**src/rtl/xadac_pkg.sv**
```systemverilog
// Shared types for the xadac vector store path: ids, addresses, vector data,
// and the arbitrated AXI write id/request formats.
package xadac_pkg;

    localparam int IdWidth      = 4;
    localparam int AddrWidth    = 32;
    localparam int VecDataWidth = 32;
    localparam int VecStrbWidth = VecDataWidth / 8;

    localparam int DefNumMst  = 2;
    localparam int DefMstIdxW = $clog2(DefNumMst);

    typedef logic [IdWidth-1:0]      IdT;
    typedef logic [AddrWidth-1:0]    AddrT;
    typedef logic [VecDataWidth-1:0] VecDataT;
    typedef logic [VecStrbWidth-1:0] VecStrbT;

    // Downstream id: master index prepended to the master's own id.
    typedef logic [DefMstIdxW+IdWidth-1:0] ArbIdT;

    typedef struct packed {
        IdT   id;
        AddrT addr;
    } AwReqT;

endpackage

```
**src/rtl/xadac_fifo.sv**
```systemverilog
// Synchronous FIFO with a combinational head; a push is refused while full
// even if a pop happens in the same cycle.
module xadac_fifo #(
    parameter int  Depth = 4,
    parameter type T     = logic
) (
    input  logic clk,
    input  logic rst,
    input  logic push,
    input  T     din,
    input  logic pop,
    output logic full,
    output logic empty,
    output T     head
);

    localparam int PtrW = $clog2(Depth);

    T                mem [Depth];
    logic [PtrW-1:0] wr_ptr_reg;
    logic [PtrW-1:0] rd_ptr_reg;
    logic [PtrW:0]   count_reg;
    logic            push_ok;
    logic            pop_ok;

    assign full    = (count_reg == (PtrW+1)'(Depth));
    assign empty   = (count_reg == '0);
    assign push_ok = push && !full;
    assign pop_ok  = pop && !empty;
    assign head    = mem[rd_ptr_reg];

    always_ff @(posedge clk or posedge rst) begin
        if (rst) begin
            wr_ptr_reg <= '0;
            rd_ptr_reg <= '0;
            count_reg  <= '0;
        end else begin
            if (push_ok) wr_ptr_reg <= wr_ptr_reg + 1'b1;
            if (pop_ok)  rd_ptr_reg <= rd_ptr_reg + 1'b1;
            case ({push_ok, pop_ok})
                2'b10:   count_reg <= count_reg + 1'b1;
                2'b01:   count_reg <= count_reg - 1'b1;
                default: count_reg <= count_reg;
            endcase
        end
    end

    // Storage carries no reset so it can map onto distributed/block RAM.
    always_ff @(posedge clk) begin
        if (push_ok) mem[wr_ptr_reg] <= din;
    end

endmodule

```
**src/rtl/xadac_axi_wr_arb.sv**
```systemverilog
// Round-robin arbiter sharing one AXI write port between NumMst store units;
// W beats follow AW grant order and B responses route back by the id prefix.
module xadac_axi_wr_arb
    import xadac_pkg::*;
#(
    parameter int NumMst     = 2,
    parameter int WFifoDepth = 4,
    parameter int MstIdxW    = $clog2(NumMst)
) (
    input  logic                              clk,
    input  logic                              rst,
    input  logic [NumMst-1:0][IdWidth-1:0]    mst_aw_id,
    input  logic [NumMst-1:0][AddrWidth-1:0]  mst_aw_addr,
    input  logic [NumMst-1:0]                 mst_aw_valid,
    output logic [NumMst-1:0]                 mst_aw_ready,
    input  logic [NumMst-1:0][VecDataWidth-1:0] mst_w_data,
    input  logic [NumMst-1:0][VecStrbWidth-1:0] mst_w_strb,
    input  logic [NumMst-1:0]                 mst_w_valid,
    output logic [NumMst-1:0]                 mst_w_ready,
    output logic [IdWidth-1:0]                mst_b_id,
    output logic [NumMst-1:0]                 mst_b_valid,
    input  logic [NumMst-1:0]                 mst_b_ready,
    output logic [MstIdxW+IdWidth-1:0]        axi_aw_id,
    output logic [AddrWidth-1:0]              axi_aw_addr,
    output logic                              axi_aw_valid,
    input  logic                              axi_aw_ready,
    output logic [VecDataWidth-1:0]           axi_w_data,
    output logic [VecStrbWidth-1:0]           axi_w_strb,
    output logic                              axi_w_valid,
    input  logic                              axi_w_ready,
    input  logic [MstIdxW+IdWidth-1:0]        axi_b_id,
    input  logic                              axi_b_valid,
    output logic                              axi_b_ready
);

    logic [MstIdxW-1:0] rr_ptr_reg;
    logic [MstIdxW-1:0] grant_idx;
    logic [MstIdxW-1:0] lo_idx;
    logic [MstIdxW-1:0] hi_idx;
    logic               lo_found;
    logic               hi_found;
    logic               grant_found;
    logic               aw_free;
    logic               aw_hs;
    AwReqT              aw_req_reg;
    logic [MstIdxW-1:0] aw_idx_reg;

    logic               fifo_full;
    logic               fifo_empty;
    logic [MstIdxW-1:0] fifo_head;
    logic               w_free;
    logic               w_pop;

    logic [MstIdxW-1:0] b_idx;
    logic               b_ready_sel;

    // ---------------- AW arbitration ----------------
    // Lowest valid master at/after rr_ptr wins; otherwise wrap to lowest overall.
    always_comb begin
        lo_found = 1'b0;
        lo_idx   = '0;
        hi_found = 1'b0;
        hi_idx   = '0;
        for (int j = NumMst - 1; j >= 0; j--) begin
            if (mst_aw_valid[j]) begin
                lo_found = 1'b1;
                lo_idx   = MstIdxW'(j);
                if (MstIdxW'(j) >= rr_ptr_reg) begin
                    hi_found = 1'b1;
                    hi_idx   = MstIdxW'(j);
                end
            end
        end
        grant_found = lo_found;
        grant_idx   = hi_found ? hi_idx : lo_idx;
    end

    assign aw_free = !axi_aw_valid || axi_aw_ready;
    assign aw_hs   = aw_free && !fifo_full && grant_found && !rst;

    always_comb begin
        mst_aw_ready = '0;
        for (int j = 0; j < NumMst; j++) begin
            if (grant_idx == MstIdxW'(j)) mst_aw_ready[j] = aw_hs;
        end
    end

    always_ff @(posedge clk or posedge rst) begin
        if (rst) begin
            rr_ptr_reg   <= '0;
            axi_aw_valid <= 1'b0;
            aw_req_reg   <= '0;
            aw_idx_reg   <= '0;
        end else if (aw_hs) begin
            rr_ptr_reg      <= (grant_idx == MstIdxW'(NumMst - 1)) ? '0 : grant_idx + 1'b1;
            axi_aw_valid    <= 1'b1;
            aw_idx_reg      <= grant_idx;
            aw_req_reg.id   <= mst_aw_id[grant_idx];
            aw_req_reg.addr <= mst_aw_addr[grant_idx];
        end else if (axi_aw_ready) begin
            axi_aw_valid <= 1'b0;
        end
    end

    assign axi_aw_id   = {aw_idx_reg, aw_req_reg.id};
    assign axi_aw_addr = aw_req_reg.addr;

    // ---------------- grant-order FIFO ----------------
    xadac_fifo #(
        .Depth (WFifoDepth),
        .T     (logic [MstIdxW-1:0])
    ) u_order_fifo (
        .clk   (clk),
        .rst   (rst),
        .push  (aw_hs),
        .din   (grant_idx),
        .pop   (w_pop),
        .full  (fifo_full),
        .empty (fifo_empty),
        .head  (fifo_head)
    );

    // ---------------- W forwarding ----------------
    assign w_free = !axi_w_valid || axi_w_ready;

    always_comb begin
        mst_w_ready = '0;
        w_pop       = 1'b0;
        for (int j = 0; j < NumMst; j++) begin
            if (fifo_head == MstIdxW'(j)) begin
                mst_w_ready[j] = w_free && !fifo_empty && !rst;
                w_pop          = w_free && !fifo_empty && !rst && mst_w_valid[j];
            end
        end
    end

    always_ff @(posedge clk or posedge rst) begin
        if (rst) begin
            axi_w_valid <= 1'b0;
            axi_w_data  <= '0;
            axi_w_strb  <= '0;
        end else if (w_pop) begin
            axi_w_valid <= 1'b1;
            axi_w_data  <= mst_w_data[fifo_head];
            axi_w_strb  <= mst_w_strb[fifo_head];
        end else if (axi_w_ready) begin
            axi_w_valid <= 1'b0;
        end
    end

    // ---------------- B routing ----------------
    // Index values with no master behind them are acknowledged and dropped.
    assign b_idx    = axi_b_id[MstIdxW+IdWidth-1 -: MstIdxW];
    assign mst_b_id = axi_b_id[IdWidth-1:0];

    always_comb begin
        mst_b_valid = '0;
        b_ready_sel = 1'b1;
        for (int j = 0; j < NumMst; j++) begin
            if (b_idx == MstIdxW'(j)) begin
                mst_b_valid[j] = axi_b_valid && !rst;
                b_ready_sel    = mst_b_ready[j];
            end
        end
    end

    assign axi_b_ready = b_ready_sel && !rst;

endmodule

```
**config.mk**
```make
export PLATFORM = sky130hd
export DESIGN_NAME = xadac_axi_wr_arb
export DESIGN_NICKNAME = d
export VERILOG_FILES = /design/src/rtl/xadac_pkg.sv /design/src/rtl/xadac_fifo.sv /design/src/rtl/xadac_axi_wr_arb.sv
export SDC_FILE = /design/constraint.sdc
export NUM_CORES = 1
export LEC_CHECK = 0
export ABC_AREA = 1
export CAP_MARGIN = 5
export CORE_AREA = 2 2 96 98
export DETAILED_ROUTE_END_ITERATION = 12
export DIE_AREA = 0 0 98 100
export DONT_BUFFER_PORTS = 1
export PLACE_DENSITY_LB_ADDON = 0.1
export SLEW_MARGIN = 20
export SYNTH_ARGS = -nofsm -noshare
export SYNTH_HDL_FRONTEND = slang
export SYNTH_SLANG_ARGS = --single-unit
```
**constraint.sdc**
```tcl
create_clock -name clk -period 5.9 [get_ports clk]
set_clock_uncertainty 0.2 [all_clocks]
set_input_delay 0.59 -clock clk [delete_from_list [all_inputs] [get_ports clk]]
set_output_delay 0.59 -clock clk [all_outputs]
set_load 0.03 [all_outputs]
```
* Word-level counts from Yosys, hierarchy flattened
Memories as Yosys holds them, arrays and structs flattened.
Index checks and enable logic that the tools add are counted.
** Cells by class
- Reduce and logical (&&, ||, !) cells :: 22
- Muxes and demuxes :: 34
- Order comparisons :: 4
- Equality and inequality tests :: 3
- $add $sub $neg :: 5
** Operator list (number)
- $mux W32 :: 4
- $mux W1 :: 25
- $mux W4 :: 4
- $logic_and A1 B1 Y1 :: 11
- $pmux W3 S2 :: 1
- $reduce_bool A2 Y1 :: 3
- $logic_not A1 Y1 :: 5
- $add A2 B1 Y2 const B :: 2
- $lt A1 B2 Y1 const B :: 2
- $add A3 B1 Y3 const B :: 1
- $eq A3 B3 Y1 const B :: 1
- $logic_not A3 Y1 :: 1
- $sub A3 B1 Y3 const B :: 1
- $eq A2 B1 Y1 const B :: 1
- $eq A2 B2 Y1 const B :: 1
- $ge A1 B1 Y1 const A :: 2
- $logic_or A1 B1 Y1 :: 2
- $add A1 B1 Y1 const B :: 1
** Storage, ports and cells
- Memories kept :: 1
- Word-level logic and storage cells :: 80
- Bits in writable memories :: 4
- Bits of input ports :: 160
- Output and inout bits :: 86
- Register bits :: 83
** Memory list
- u_order_fifo.mem :: depth 4, width 1, read ports 1, clocked after memory_dff 0, write ports 1, line xadac_fifo.sv:19 : T mem [Depth];

* Depth between registers and ports, before layout
Gate-level depths: netlist (run 1).
- Word-level depth :: 9
- Gate-level depth with buffers :: 14

* Cells and area by module
From an unflattened synthesis (run 1), not the netlist that was laid out.
** Second synthesis, totals
- Cell total of the unflattened synthesis :: 667
- Area total of the unflattened synthesis :: 4744.6 µm²
** Modules (own cells, without submodules)
- xadac_axi_wr_arb :: times used 1, area each 4071.4 µm², cells an instance 593, sequential area each 1901.8 µm²
- xadac_fifo :: times used 1, area each 673.1 µm², cells an instance 74, sequential area each 295.3 µm²

* Worst setup path after synthesis (run 1)
OpenSTA, ideal clock, no wires.
- Path type :: input to output
- From :: in rst
- To :: out mst_w_ready[0]
- Buffers on the path :: 2
- Path slack :: 1.502 ns
- Arrival time :: 3.608 ns
- Stages on the path :: 7
- Cells stage by stage :: inv_1 > nand2_1 > nor2_2 > buf_4 > buf_4 > inv_1 > nor2_1
** Between the ends
- Word-level cells in the longest chain between the ends :: 3
** Ends and longest elaborated chain
- start: declaration :: line xadac_axi_wr_arb.sv:11 : input logic rst,
- $logic_not A1 Y1 (no source line)
- $logic_and A1 B1 Y1 :: line xadac_axi_wr_arb.sv:131 : mst_w_ready[j] = w_free && !fifo_empty && !rst;
- $mux W1 :: line xadac_axi_wr_arb.sv:130 : if (fifo_head == MstIdxW'(j)) begin
- end: declaration :: line xadac_axi_wr_arb.sv:19 : output logic [NumMst-1:0] mst_w_ready,
No other way between the ends.

* Worst setup path in the final report (run 1)
- From :: reg rr_ptr_reg
- To :: out mst_aw_ready[0]
** Between the ends
- Word-level cells in the longest chain between the ends :: 7
- Elaborated cells between the ends (all ways) :: 10
** Ends and longest elaborated chain
- start: declaration :: line xadac_axi_wr_arb.sv:36 : logic [MstIdxW-1:0] rr_ptr_reg;
- start signal: assignment :: line xadac_axi_wr_arb.sv:95 : rr_ptr_reg <= (grant_idx == MstIdxW'(NumMst - 1)) ? '0 : grant_idx + 1'b1;
- $ge A1 B1 Y1 :: line xadac_axi_wr_arb.sv:68 : if (MstIdxW'(j) >= rr_ptr_reg) begin
- $mux W1 :: line xadac_axi_wr_arb.sv:68
- $mux W1 :: line xadac_axi_wr_arb.sv:65 : if (mst_aw_valid[j]) begin
- $mux W1 :: line xadac_axi_wr_arb.sv:68
- $mux W1 :: line xadac_axi_wr_arb.sv:65
- $mux W1 * :: line xadac_axi_wr_arb.sv:75 : grant_idx = hi_found ? hi_idx : lo_idx;
- $mux W1 * :: line xadac_axi_wr_arb.sv:84 : if (grant_idx == MstIdxW'(j)) mst_aw_ready[j] = aw_hs;
- end: declaration :: line xadac_axi_wr_arb.sv:15 : output logic [NumMst-1:0] mst_aw_ready,
Every way passes the cells marked *; elsewhere a longest branch is shown, timed or not.

==> run metrics, run 1 <==
final setup TNS=0 ps; root buffer cell=clkbuf_8; sequential share of the synthesized area=around 45%; fill cell count=~860; most common cell after layout, fill and taps aside=nand2_1; initial DRC count=roughly 120; Initial Util=approximately 56%; Final Instance Count excl. Fillers=747; Die W=approximately 98 microns; post_cts resized=0; Final Max Tran Viols=0; remaining antenna violation count=0; top fanout value on the critical path=37; Int Power=around 1400 uW; VDD IR max=between 200 and 300 uV; Worst Setup Path Type=flip-flop to output pin; switching share of power=between 50% and 60%; Reg2Reg Depth=9; Synth Register Bits=a little under 90; Clock transition at path regs=about 90 ps; Yosys warning count=0; Synth top area share=42.1%; RePlAce Congestion=approximately 0.8; DRT Pass-1 Iters=4; most frequent cells in the layout=nand2_1 (309), nand3_1 (131), dfrtp_1 (83), nand3_2 (23), inv_1 (18); worst skew pair latency=between 300 and 400 ps; Final min period=3310 ps; die footprint=roughly 9800 sq um; Reg2Reg Launch Point=u_order_fifo.rd_ptr_reg[0]; I/O Buffers=0; initial antenna violation count=0; Final setup viols=0; leak pwr=0.00275 uW; setup bufs post-CTS=0; DR vias/cell=roughly 5.5; Inserted Clock Buffers=9; leading post-synthesis cells by cell area=dfrtp_1 (42%), nand2_1 (24%), nand3_1 (13%); flop2flop setup slack=roughly 2700 ps; CP Capture Type=output pin; global-route wire length before repair=18,100 microns; row count=35; largest net degree at the start of global routing=between 80 and 90; via count=4,120; post-place setup slack=2300 ps; relative max-transition margin=around two fifths; r2r endpoint=axi_w_data[4]; status=finished, final reports clean; Hold Vio Cnt, Final=0; slowest cell delay on critical path=between 400 and 500 ps; vias in the first global route=between 3,000 and 4,000; post-DP HPWL=7810 microns; num ports=around 250; CP Launch Type=flip-flop; Slowest cell on crit path=nor2_1; Layout Nets=797; area leader, netlist=dfrtp_1; clk buf depth=2; gr usage total=22.8%; placed cells=roughly 730; Avg WL per Cell=roughly 15 microns; crit share post-route=a little under three fifths; switching power=1620 uW; fmax=between 300 and 400 MHz; Slew @ Worst Pin=between 900 and 1000 ps; Gate power share=between 30% and 40%; RSZ-0062 raised after global routing=false; layout cells sized above 1=8.81%; CTS tree=done; synthesized instance count=between 600 and 700; Hold Buf Count CTS=0; Reg power frac=approximately half; Pwr per Cell Area=around 600 nW/um^2; Antenna Cells=0; Post-Syn Nets=830; Residual DRC=0; worst path bufs/invs=3; most frequent CP cell=inv_1; WL final=about 11,000 microns; number of max-cap violations=0; DIE HEIGHT=approximately 100 microns; Syn Area/Cell=between 7 and 8 sq um; post-synthesis cell area=4940 sq um; synth-to-layout area growth=1.24%; Worst Hold Class=primary input to asynchronous set/reset pin; area of the core=just under 9000 sq um; Worst Path Required=5110 ps; crit path cell chain=inv_1 -> nand2_1 -> nand2_2 -> inv_1 -> buf_4 -> nor2_1; crit path DAT=2520 ps; grt ovf=0; distinct cell type count after synthesis=25; Min Hold Slack=116 ps; Clock Sinks=87; post-route setup slack=2590 ps; Util after Layout=around 56%; Clock power frac=~14%; Clock H-tree levels=3; Worst path top cell family by delay=simple AND/OR/NAND/NOR gates
-- power groups by stage --
stage / Sequential [uW] / Combinational, uW / Clock, uW
2_1_floorplan: 1510 / 1010 / 0
3_3_place_gp: 1590 / 1020 / 0
3_5_place_dp: 1590 / 1060 / 0
4_1_cts: 1580 / 1060 / 435
5_1_grt: 1610 / 1200 / 463
6_report: 1570 / 1040 / 423
-- worst max-delay path by stage --
| stage | to | start | cells past startpoint | slack, ps |
|---|---|---|---|---|
| after floorplan | mst_w_ready[0] | rst | 7 | 1500 |
| after global placement | mst_aw_ready[0] | mst_aw_valid[0] | 5 | 2420 |
| after detailed placement | mst_aw_ready[0] | mst_aw_valid[0] | 5 | 2300 |
| after CTS | mst_aw_ready[0] | rr_ptr_reg | 6 | 2070 |
| after global routing | mst_aw_ready[0] | axi_aw_valid | 6 | 2330 |
| final | mst_aw_ready[0] | rr_ptr_reg | 6 | 2590 |
-- synth_stat cells --
cell and n:
a21oi_1 2, buf_12 2, inv_1 19, nand2_2 3, buf_4 10, nor3_1 2
fa_1 1, nand3_2 23, buf_1 1, nor2_1 13, buf_2 28, nand2_1 311
o21ai_0 6, inv_2 2, or2_0 1, nand3_1 131, buf_8 3, clkbuf_1 6
xor2_1 3, xnor2_1 1, nor2_2 1, buf_6 3, dfrtp_1 83, ha_1 5
edfxtp_1 4
-- cells by family (layout without fill, tap and decap cells) --
logic type / count (synthesis) / in the layout / synth area share [%]
buffers and inverters: 74 / 46 / 8.89
adder cells (fa/ha/maj): 6 / 6 / 1.67
AO/OA/AOI/OAI: 8 / 8 / 0.811
flip-flops: 87 / 87 / 44.5
AND/OR/NAND/NOR: 485 / 485 / 43.4
XOR/XNOR: 4 / 4 / 0.710
-- worst register-to-register path: stages (launching register included) --
cell and delay [ps]:
dfrtp_1 440, inv_2 80, nand2_2 80, nand3_2 600
nand2_1 310, buf_4 370, nand2_1 120, nand2_2 660
nand3_1 180, nand2_1 110
-- through the flow --
step | total power (uW) | instance area (sq um)
3_5_place_dp | 2640 | 4790
2_1_floorplan | 2510 | 4940
5_1_grt | 3280 | 5000
3_3_place_gp | 2610 | 4790
4_1_cts | 3070 | 4990
6_report | 3040 | 5000
-- area by class of cell --
class / count / area (sq um) / area share, %
clock buffer: 12 / 145 / 2.90
clock inverter: 4 / 52.6 / 1.05
inverter: 21 / 80.1 / 1.60
multi-input combinational: 503 / 2310 / 46.3
sequential: 87 / 2200 / 44.0
tap: 111 / 139 / 2.78
timing repair buffer: 9 / 71.3 / 1.43
-- per-layer routing --
metal / vias up / share of wire, % / GRT usage [%]
li1: 2033 / - / -
met1: 1901 / 41 / 28.5
met2: 168 / 49 / 38.8
met3: 18 / 7.3 / 4.81
met4: 0 / 2.0 / 9.29
met5: - / 0 / 0
Note: power is estimated with default switching activity, not from simulation.
==> inputs of run 2 (changes only) <==
--- a/config.mk
+++ b/config.mk
@@ -7,9 +7,9 @@
 export LEC_CHECK = 0
 export ABC_AREA = 1
 export CAP_MARGIN = 5
-export CORE_AREA = 2 2 96 98
+export CORE_AREA = 2 2 97 99
 export DETAILED_ROUTE_END_ITERATION = 12
-export DIE_AREA = 0 0 98 100
+export DIE_AREA = 0 0 99 101
 export DONT_BUFFER_PORTS = 1
 export PLACE_DENSITY_LB_ADDON = 0.1
 export SLEW_MARGIN = 20
==> constraint.sdc (replaced) <==
create_clock -name clk -period 3.3 [get_ports clk]
set_clock_uncertainty 0.2 [all_clocks]
set_input_delay 0.33 -clock clk [delete_from_list [all_inputs] [get_ports clk]]
set_output_delay 0.33 -clock clk [all_outputs]
set_load 0.03 [all_outputs]
==> run 2 against run 1 <==
  * Wire length up 13%
  * Sequential power up 79%
  * Non-clock buffer count up 62
  * Critical endpoint is now mst_w_ready[0]
==> run metrics, run 2 (synthesis results as in run 1) <==
most common cell after layout, fill and taps aside=nand2_1; remaining antenna violation count=0 (unchanged); Final setup viols=0 (unchanged); top fanout value on the critical path=30 (-19%); CTS tree=done; Slowest cell on crit path=dlygate4sd3_1; switching share of power=52.8% (-0.48 points); Min Hold Slack=10.0 ps (-106 ps); via count=4,441 (+7.8%); status=finished, final reports clean; RePlAce Congestion=0.855 (+7.0%); slowest cell delay on critical path=570 ps (+100 ps); worst path bufs/invs=4 (+1); Reg power frac=49.8% (-2.1 points); crit path cell chain=dlygate4sd3_1 -> clkinvlp_4 -> nand2_1 -> nor2_4 -> buf_4 -> inv_1 -> nor2_1; Worst Setup Path Type=primary input to output pin; initial DRC count=157 (+29%); Final min period=around 2900 ps; clk buf depth=2 (unchanged); switching power=2980 uW (+84%); Worst path top cell family by delay=buffers and inverters; Clock power frac=14.0% (about the same); CP Launch Type=primary input; Layout Nets=859 (+7.8%); global-route wire length before repair=19,800 microns (+9.6%); grt ovf=0 (unchanged); initial antenna violation count=0 (unchanged); fill cell count=745 (-13%); Clock transition at path regs=100 ps (about the same); Initial Util=55.0% (-0.54 points); vias in the first global route=4,216 (+13%); layout cells sized above 1=8.88% (+0.077 points); DIE HEIGHT=101 microns (+1.0%); Clock Sinks=87 (unchanged); Residual DRC=0 (unchanged); gr usage total=24.5% (+1.7 points); Hold Buf Count CTS=55 (+55); Hold Vio Cnt, Final=0 (unchanged); DRT Pass-1 Iters=4 (unchanged); Worst Hold Class=primary input to flip-flop; Antenna Cells=0 (unchanged); relative max-transition margin=39.5% (+0.98 points); die footprint=10000 sq um (+2.0%); RSZ-0062 raised after global routing=false; Slew @ Worst Pin=900 ps (-14.6 ps); Avg WL per Cell=15.7 microns (+3.9%); Placed Area=4840 sq um (+0.99%); most frequent cells in the layout=nand2_1 (311), nand3_1 (131), dfrtp_1 (83), dlygate4sd3_1 (56), nand3_2 (23); WL final=12,700 microns (+13%); Final Instance Area=5620 sq um (+12%); root buffer cell=clkbuf_8; fmax=about 340 MHz; Inserted Clock Buffers=9 (unchanged); largest net degree at the start of global routing=85 (unchanged); Pwr per Cell Area=1000 nW/um^2 (+65%); VDD IR max=547 uV (+110%); row count=35 (unchanged); Die W=99 microns (+1.0%); number of max-cap violations=0 (unchanged); Gate power share=36.2% (+2.0 points); crit share post-route=88.5%; leak pwr=0.00303 uW (+10%); DR vias/cell=5.49 (-0.47%); Clock H-tree levels=3 (unchanged); crit path DAT=2390 ps (-130 ps); Worst Path Required=2770 ps (-2340 ps); setup bufs post-CTS=0 (unchanged); Final Max Tran Viols=0 (unchanged); post_cts resized=0 (unchanged); area of the core=8980 sq um (+0.99%); synth-to-layout area growth=13.7%; Int Power=2660 uW (+88%); post-DP HPWL=7970 microns (+2.0%); num ports=246 (unchanged); I/O Buffers=0 (unchanged); worst skew pair latency=340 ps (about the same); CP Capture Type=output pin
## run 2: changes by cell type in the layout (fill, tap and decap cells not counted), sizes merged
cell         change
buf              +6
clkbuf           -2
dlygate4sd3     +56
inv              +2
## run 2: through the flow
step                setup TNS, ps  utilization, %  power, uW  std cells  worst slack, ps
global route                    0            62.6       6050        809              264
global placement                0            53.9       4710        737              836
finish                          0            62.6       5640        809              381
detailed placement              0            53.9       4780        737              832
floorplan                   -61.9               -       4500        664            -37.2
CTS                             0            62.4       5680        808              404
## run 2: per-layer routing
layer	up-vias	track usage [%]	part of all wire [%]
met3	27	5.89	8.0
li1	2159	-	-
met5	-	0	0
met4	0	9.91	2.2
met1	2040	29.6	39
met2	215	42.2	50
## run 2: area by class of cell
type	count	area (sq um)	area share [%]
Inverter	21	82.6	1.47
Tap cell	111	139	2.47
Clock inverter	6	73.8	1.31
Timing Repair Buffer	71	677	12.1
Multi-Input combinational cell	503	2310	41.1
Sequential cell	87	2200	39.1
Clock buffer	10	138	2.45
## run 2: worst paths after layout
path                               startpoint              end  slack, ps  cells past startpoint
worst min register to register     rr_ptr_reg       rr_ptr_reg        300                      2
worst max register to register     rr_ptr_reg  axi_aw_addr[22]        680                     11
worst max-delay path                      rst   mst_w_ready[0]        380                      7
worst min-delay path            mst_w_strb[0]    axi_w_strb[0]         10                      4
max in group asynchronous                 rst   axi_w_data[21]       1910                      3
min in group asynchronous                 rst      axi_w_valid        490                      3
## run 2: worst reg2reg max path, cell delays in order (launching register included)
cell and delay (ps):
dfrtp_1 390, inv_1 70, nand2_1 50, nand2_1 50
buf_4 320, inv_1 260, buf_4 300, nand2_1 120
nand2_1 70, dlygate4sd3_1 580, nand3_1 80, nand2_1 50
## run 2: power by group through the flow
stage | registers [uW] | clock network (uW) | logic (uW)
2_1_floorplan | 2690 | 0 | 1800
3_3_place_gp | 2830 | 0 | 1880
3_5_place_dp | 2830 | 0 | 1950
4_1_cts | 2820 | 807 | 2050
5_1_grt | 2870 | 855 | 2320
6_report | 2810 | 788 | 2040
